### config.mk
export PLATFORM = sky130hd
export DESIGN_NAME = multibank_pingpong_buffer
export DESIGN_NICKNAME = d
export VERILOG_FILES = /design/src/rtl/multibank_pingpong_buffer.sv
export SDC_FILE = /design/constraint.sdc
export NUM_CORES = 1
export LEC_CHECK = 0
export CORE_MARGIN = 3
export CORE_UTILIZATION = 46
export CTS_CLUSTER_SIZE = 20
export DETAILED_ROUTE_END_ITERATION = 8
export HOLD_SLACK_MARGIN = 0.12
export PLACE_DENSITY = 0.71
export SYNTH_ARGS = -nofsm -noshare
export SYNTH_HDL_FRONTEND = slang
export SYNTH_SLANG_ARGS = --single-unit
### constraint.sdc
create_clock -name clk -period 5.4 [get_ports clk]
set_input_delay 0.54 -clock clk [delete_from_list [all_inputs] [get_ports clk]]
set_output_delay 0.54 -clock clk [all_outputs]
set_load 0.02 [all_outputs]
### src/rtl/multibank_pingpong_buffer.sv
// rtl/multibank_pingpong_buffer.sv - N-bank round-robin ping-pong tile buffer with replayable drain
module multibank_pingpong_buffer #(
    parameter int NUM_BANKS = 2,
    parameter int DEPTH     = 8,
    parameter int NUM_CH    = 2,
    parameter int DATA_W    = 16,
    parameter int REPLAY_W  = 4
) (
    input  logic                             clk,
    input  logic                             rst_n,
    input  logic                             in_valid,
    output logic                             in_ready,
    input  logic [NUM_CH*DATA_W-1:0]         in_data,
    input  logic                             in_last,
    input  logic [REPLAY_W-1:0]              cfg_replay,
    output logic                             out_valid,
    input  logic                             out_ready,
    output logic [NUM_CH*DATA_W-1:0]         out_data,
    output logic                             out_last,
    output logic                             out_bank_done,
    output logic [$clog2(NUM_BANKS)-1:0]     out_bank_idx,
    output logic [$clog2(NUM_BANKS)-1:0]     wr_bank_idx,
    output logic [$clog2(NUM_BANKS+1)-1:0]   full_cnt
);
    localparam int BW = $clog2(NUM_BANKS);
    localparam int CW = $clog2(NUM_BANKS + 1);
    localparam int AW = (DEPTH > 1) ? $clog2(DEPTH) : 1;
    localparam int LW = $clog2(DEPTH + 1);
    localparam int WW = NUM_CH * DATA_W;

    typedef enum logic [1:0] {
        BANK_EMPTY,
        BANK_FULL,
        BANK_DRAINING
    } bank_state_t;

    bank_state_t           bank_st     [NUM_BANKS];
    bank_state_t           bank_st_nxt [NUM_BANKS];
    logic [WW-1:0]         mem         [NUM_BANKS][DEPTH];
    logic [LW-1:0]         len         [NUM_BANKS];

    logic [BW-1:0]         wr_bank;
    logic [AW-1:0]         wr_addr;
    logic [BW-1:0]         rd_bank;
    logic [AW-1:0]         rd_addr;
    logic                  rd_busy;
    logic [REPLAY_W-1:0]   passes_left;

    logic                  wr_fire;
    logic                  wr_close;
    logic                  rd_start;
    logic [REPLAY_W-1:0]   cfg_passes;
    logic [REPLAY_W-1:0]   cur_passes;
    logic                  rd_is_last;
    logic                  rd_is_done;
    logic                  out_load;
    logic                  rd_free;

    function automatic logic [BW-1:0] next_bank(input logic [BW-1:0] b);
        return (b == BW'(NUM_BANKS - 1)) ? '0 : b + BW'(1);
    endfunction

    assign in_ready    = (bank_st[wr_bank] == BANK_EMPTY);
    assign wr_bank_idx = wr_bank;

    assign wr_fire    = in_valid && in_ready;
    assign wr_close   = wr_fire && ((wr_addr == AW'(DEPTH - 1)) || in_last);
    assign rd_start   = !rd_busy && (bank_st[rd_bank] == BANK_FULL);
    // A replay count of zero still drains the bank once
    assign cfg_passes = (cfg_replay == '0) ? REPLAY_W'(1) : cfg_replay;
    // On the starting edge passes_left is not loaded yet, so use the sampled config
    assign cur_passes = rd_busy ? passes_left : cfg_passes;
    assign rd_is_last = (LW'(rd_addr) == (len[rd_bank] - LW'(1)));
    assign rd_is_done = rd_is_last && (cur_passes == REPLAY_W'(1));
    assign out_load   = (rd_busy || rd_start) && (!out_valid || out_ready);
    assign rd_free    = out_load && rd_is_done;

    // Bank state next-state: writer closes its bank, reader claims and frees its bank
    always_comb begin
        for (int b = 0; b < NUM_BANKS; b++) begin
            bank_st_nxt[b] = bank_st[b];
        end
        if (wr_close) begin
            bank_st_nxt[wr_bank] = BANK_FULL;
        end
        if (rd_free) begin
            bank_st_nxt[rd_bank] = BANK_EMPTY;
        end else if (rd_start) begin
            bank_st_nxt[rd_bank] = BANK_DRAINING;
        end
    end

    // Bank state register
    always_ff @(posedge clk or negedge rst_n) begin
        if (!rst_n) begin
            for (int b = 0; b < NUM_BANKS; b++) begin
                bank_st[b] <= BANK_EMPTY;
            end
        end else begin
            for (int b = 0; b < NUM_BANKS; b++) begin
                bank_st[b] <= bank_st_nxt[b];
            end
        end
    end

    // Tile storage and per-bank length; length is only read once the bank is closed
    always_ff @(posedge clk) begin
        if (wr_fire) begin
            mem[wr_bank][wr_addr] <= in_data;
        end
        if (wr_close) begin
            len[wr_bank] <= LW'(wr_addr) + LW'(1);
        end
    end

    // Write pointer: advance address, roll to the next bank on close
    always_ff @(posedge clk or negedge rst_n) begin
        if (!rst_n) begin
            wr_bank <= '0;
            wr_addr <= '0;
        end else if (wr_fire) begin
            if (wr_close) begin
                wr_addr <= '0;
                wr_bank <= next_bank(wr_bank);
            end else begin
                wr_addr <= wr_addr + AW'(1);
            end
        end
    end

    // Read pointer and replay counter
    always_ff @(posedge clk or negedge rst_n) begin
        if (!rst_n) begin
            rd_busy     <= 1'b0;
            rd_bank     <= '0;
            rd_addr     <= '0;
            passes_left <= '0;
        end else if (out_load) begin
            if (rd_is_last) begin
                rd_addr     <= '0;
                passes_left <= cur_passes - REPLAY_W'(1);
            end else begin
                rd_addr     <= rd_addr + AW'(1);
                passes_left <= cur_passes;
            end
            if (rd_is_done) begin
                rd_busy <= 1'b0;
                rd_bank <= next_bank(rd_bank);
            end else begin
                rd_busy <= 1'b1;
            end
        end else if (rd_start) begin
            rd_busy     <= 1'b1;
            passes_left <= cfg_passes;
        end
    end

    // Output register: reload whenever empty or being consumed, hold under stall
    always_ff @(posedge clk or negedge rst_n) begin
        if (!rst_n) begin
            out_valid     <= 1'b0;
            out_data      <= '0;
            out_last      <= 1'b0;
            out_bank_done <= 1'b0;
            out_bank_idx  <= '0;
        end else if (out_load) begin
            out_valid     <= 1'b1;
            out_data      <= mem[rd_bank][rd_addr];
            out_last      <= rd_is_last;
            out_bank_done <= rd_is_done;
            out_bank_idx  <= rd_bank;
        end else if (out_ready) begin
            out_valid <= 1'b0;
        end
    end

    // Occupied-bank counter; a close and a free on the same edge cancel
    always_ff @(posedge clk or negedge rst_n) begin
        if (!rst_n) begin
            full_cnt <= '0;
        end else begin
            full_cnt <= full_cnt + CW'(wr_close) - CW'(rd_free);
        end
    end
endmodule

==> summary by stage <==
Setup path
For the worst setup path, the data required time is between 5 and 6 ns. The endpoint class of the critical path is a register. The worst register-to-register path has a depth of 5.

At the worst endpoint, the arrival time is ~3.6 ns. STA classifies the critical path startpoint as a register. The maximum fanout along the worst path is 17. The worst setup path is of the reg -> reg kind.

Layout
Measured on the finished design, the core utilization comes to around 54%. The net count of the finished layout is approximately 1100. The number of antenna cells inserted is 0. The fill cell instance count of the final layout is 3425. The library cells used most frequently in the layout, excluding fill and tap cells, are 520 x sky130_fd_sc_hd__edfxtp_1, 157 x sky130_fd_sc_hd__mux4_2, 79 x sky130_fd_sc_hd__clkdlybuf4s50_1. Summing all non-filler instances in the final layout gives an area of 0.0256 sq mm. The layout overhead on the synthesized area is 15.2%.

The most common cell after layout, fill and taps aside is sky130_fd_sc_hd__edfxtp_1. The proportion of layout cells with a drive suffix above 1 is about 29%.

Logic synthesis
For this run, the number of Yosys warnings is 0. The share of the yosys chip area belonging to registers is between 70% and 80%. In this run, synthesis inferred 520 flip-flops with an integrated enable.

The total of flip-flops plus latches after synthesis is approximately 580. Summing the areas of all xor and xnor instances in the mapped netlist gives less than 1% of the synthesized area. The post-synthesis mux area share is 18.2%. Averaged over all synthesized cells, the footprint is between 20 and 25 sq um. Summing the areas of all compound-gate instances in the mapped netlist gives less than 1% of the synthesized area. The number of distinct standard cells referenced by the synthesized netlist is 50.

The post-synthesis share of cell area spent on and, or, nand and nor gates is 2.08%. By area, the combinational part of the netlist is dominated by multiplexers. The dominant synthesized flop cell is sky130_fd_sc_hd__edfxtp_1. The library cell occupying the most area in the post-synthesis netlist is sky130_fd_sc_hd__edfxtp_1.

The synthesized netlist devotes less than 1% of its cell area to adder and majority cells. The top cell type by area accounts for between 70% and 80% of the synthesized area. The post-synth net total is 1023.

The fraction of registers with async set/reset is 9.57%. Sorting the synthesized cells by area gives the leading types as sky130_fd_sc_hd__edfxtp_1 70%, sky130_fd_sc_hd__mux4_2 16%, sky130_fd_sc_hd__dfrtp_1 6.2%, sky130_fd_sc_hd__mux2_2 1.7%, sky130_fd_sc_hd__buf_6 0.61%. The cell area after synthesis is approximately 0.022 sq mm. The cell count after synthesis is a little under 1000.

Global route
The global routing stage identified its most utilized layer as met2. The number of antenna violations at the first check in global routing is 2. The met3 track demand over resource in global routing is approximately 3.4%. The total overflow left after global routing is 0. The via count of the first global-routing pass is between 10000 and 15000. The first global-routing pass estimated just under 70000 um of wire. The routing usage on met2 is 29.3%. For met1 alone, demand over resource in global routing was 25.7%. The largest net degree at the start of global routing is 80. The overall track demand over capacity in global routing is between 10% and 20%.

Timing
Setup repair after global routing left no endpoint under its margin. The number of max-slew violations in the final report is 0. The setup violation total in the final timing report is 0. For the final database, setup skew stands at 0.0227 ns. The number of endpoints with negative hold slack in the final report is 0.

After routing, the total negative slack on setup checks comes to 0 ns. Of the available clock period, the critical path in the final layout requires about three fifths. Measured against its own limit, the worst slew margin works out to 39.4%. The smallest clock period supported by the final layout is computed as 3.35 ns. Based on the critical path, the design can be clocked at up to about 0.30 GHz. For the pin with the worst max-slew slack, the measured transition is 0.909 ns.

Status
The run finished with clean final reports.

Route
Once detail routing completed, the nets flagged for antenna violations numbered 0. The routed wire length is approximately 45000 um. The average wire per cell in the routed design is 25.8 um.

After detailed routing, the number of remaining DRC violations is 0. The routed layout has about 10000 vias. The first-pass iteration count of the detailed router is 6. After the first detailed-routing iteration, the DRC count stood at 987. The detail-routed via count per cell is 5.87.

Place
The total placed instance area is between 0.02 and 0.025 sq mm. During placement, the flow inserted port buffers numbering 80. The congestion estimate from routability-driven global placement came to 0.728. The detailed placer's ending HPWL is 23600 um.

Clocking
The maximum level of the CTS H-tree is 2. The latest clock arrival within the worst-skew pair is 0.61 ns. After clock tree synthesis, the clock-pin slew on the worst setup and hold paths is about 0.06 ns. TritonCTS built the clock tree. Counting the buffers created by CTS gives 56. The clock passes through at most 3 buffers. The cell at the root of the clock tree is sky130_fd_sc_hd__clkbuf_16. The number of clock sinks is ~580.

Floorplan
After floorplanning, the core was divided into 79 placement rows. The floorplan step set the die height to between 200 and 250 um. The width of the die is between 200 and 250 um. The number of I/O pins is between 80 and 90. The area of the die is 0.0510 sq mm. The floorplan step defined a core boundary enclosing 0.0471 sq mm. The initial core utilization is between 40 and 50%.

Power
The power density of the placed cells is between 400 and 500 mW/mm^2. The maximum resistive drop on vdd is 0.277 mV. For this design the static power due to leakage is just over 8 nW.

Run
The tool flagged a number of max-cap violations equal to 0.

Min path
The hold path depth is 2. The worst hold path belongs to the class reg -> reg.
-- final timing paths --
check                      slack, ns                        end                 startpoint
setup reg to reg                2.05        mem[0][6]$_DFFE_PP_    wr_bank_idx$_DFFE_PN0P_
hold / removal                  0.49  out_bank_done$_DFFE_PN0N_  out_bank_done$_DFFE_PN0N_
min in group asynchronous       0.60      full_cnt[1]$_DFF_PN0_                      rst_n
max in group asynchronous       4.11     rd_addr[0]$_DFFE_PN0N_                      rst_n
setup / recovery                2.05        mem[0][6]$_DFFE_PP_    wr_bank_idx$_DFFE_PN0P_
hold reg to reg                 0.49  out_bank_done$_DFFE_PN0N_  out_bank_done$_DFFE_PN0N_
-- critical path, stage by stage, from the launching register on --
cell and delay [ns]:
sky130_fd_sc_hd__dfrtp_1 0.59, sky130_fd_sc_hd__o32ai_1 0.46, sky130_fd_sc_hd__nand2_1 0.35, sky130_fd_sc_hd__or3_1 0.55, sky130_fd_sc_hd__nor2_4 0.57, sky130_fd_sc_hd__buf_4 0.46
-- cell type report --
type	instances	area [sq um]	share of cell area [%]
flip-flops and latches	575	17000	66.4
repair buffers	107	1030	4.01
clock inverters	35	280	1.09
clock buffers	69	1470	5.74
multi-input cells	344	5050	19.7
well taps	607	759	2.96
inverters	6	22.5	0.0879
-- synthesized netlist by cell type (all sizes together) (5+ instances only) --
master and count:
dfrtp 55, mux2 33, nand2 21, nor3 8, edfxtp 520, ha 8, mux2i 7, nor2 26
buf 26, inv 6, a21oi 6, clkbuf 23, nor4 5, nand2b 10, mux4 160, o21ai 17
xnor2 7
-- metal layers --
layer	up-vias	share of wire, %
met5	-	0.056
met4	4	2.4
met3	85	6.1
met2	339	49
met1	5493	42
li1	4310	-
-- sequential cells by signal, indices dropped and copies added, names as in the netlist, 2 cells and up --
signal	cells
bank_st	4
full_cnt	2
len	8
mem	512
out_data	32
passes_left	4
rd_addr	3
wr_addr	3
-- where the power goes --
group          internal [mW]  switching, mW  leakage (nW)
Combinational           1.54           1.31          2.05
Clock                   2.08           1.61         0.864
Sequential              5.11          0.328          5.32
-- logic make-up after synthesis --
group | count (synthesis)
AOI/OAI and AO/OA | 35
adders and majority gates | 8
DFF | 575
xor gates and xnor gates | 10
buffers and inverters | 55
and+or+nand+nor | 91
muxes | 200
-- what timing repair did --
item                                   CTS  global route
endpoints found under the hold margin   54             0
gates resized for setup                  0             0
hold buffers                             1             0
setup buffers                            0             0
-- per-stage QoR --
step           std cells  power [mW]  setup WS [ns]  hold slack, ns
6_report            1743        12.0           2.05           0.493
5_1_grt             1743        12.5           1.82           0.525
4_1_cts             1743        12.1           2.04           0.496
3_5_place_dp        1638        8.42           2.06           0.480
3_3_place_gp        1638        8.37           2.14           0.483
2_1_floorplan        974        7.50          0.162           0.244
Note: power is estimated with default switching activity, not from simulation.
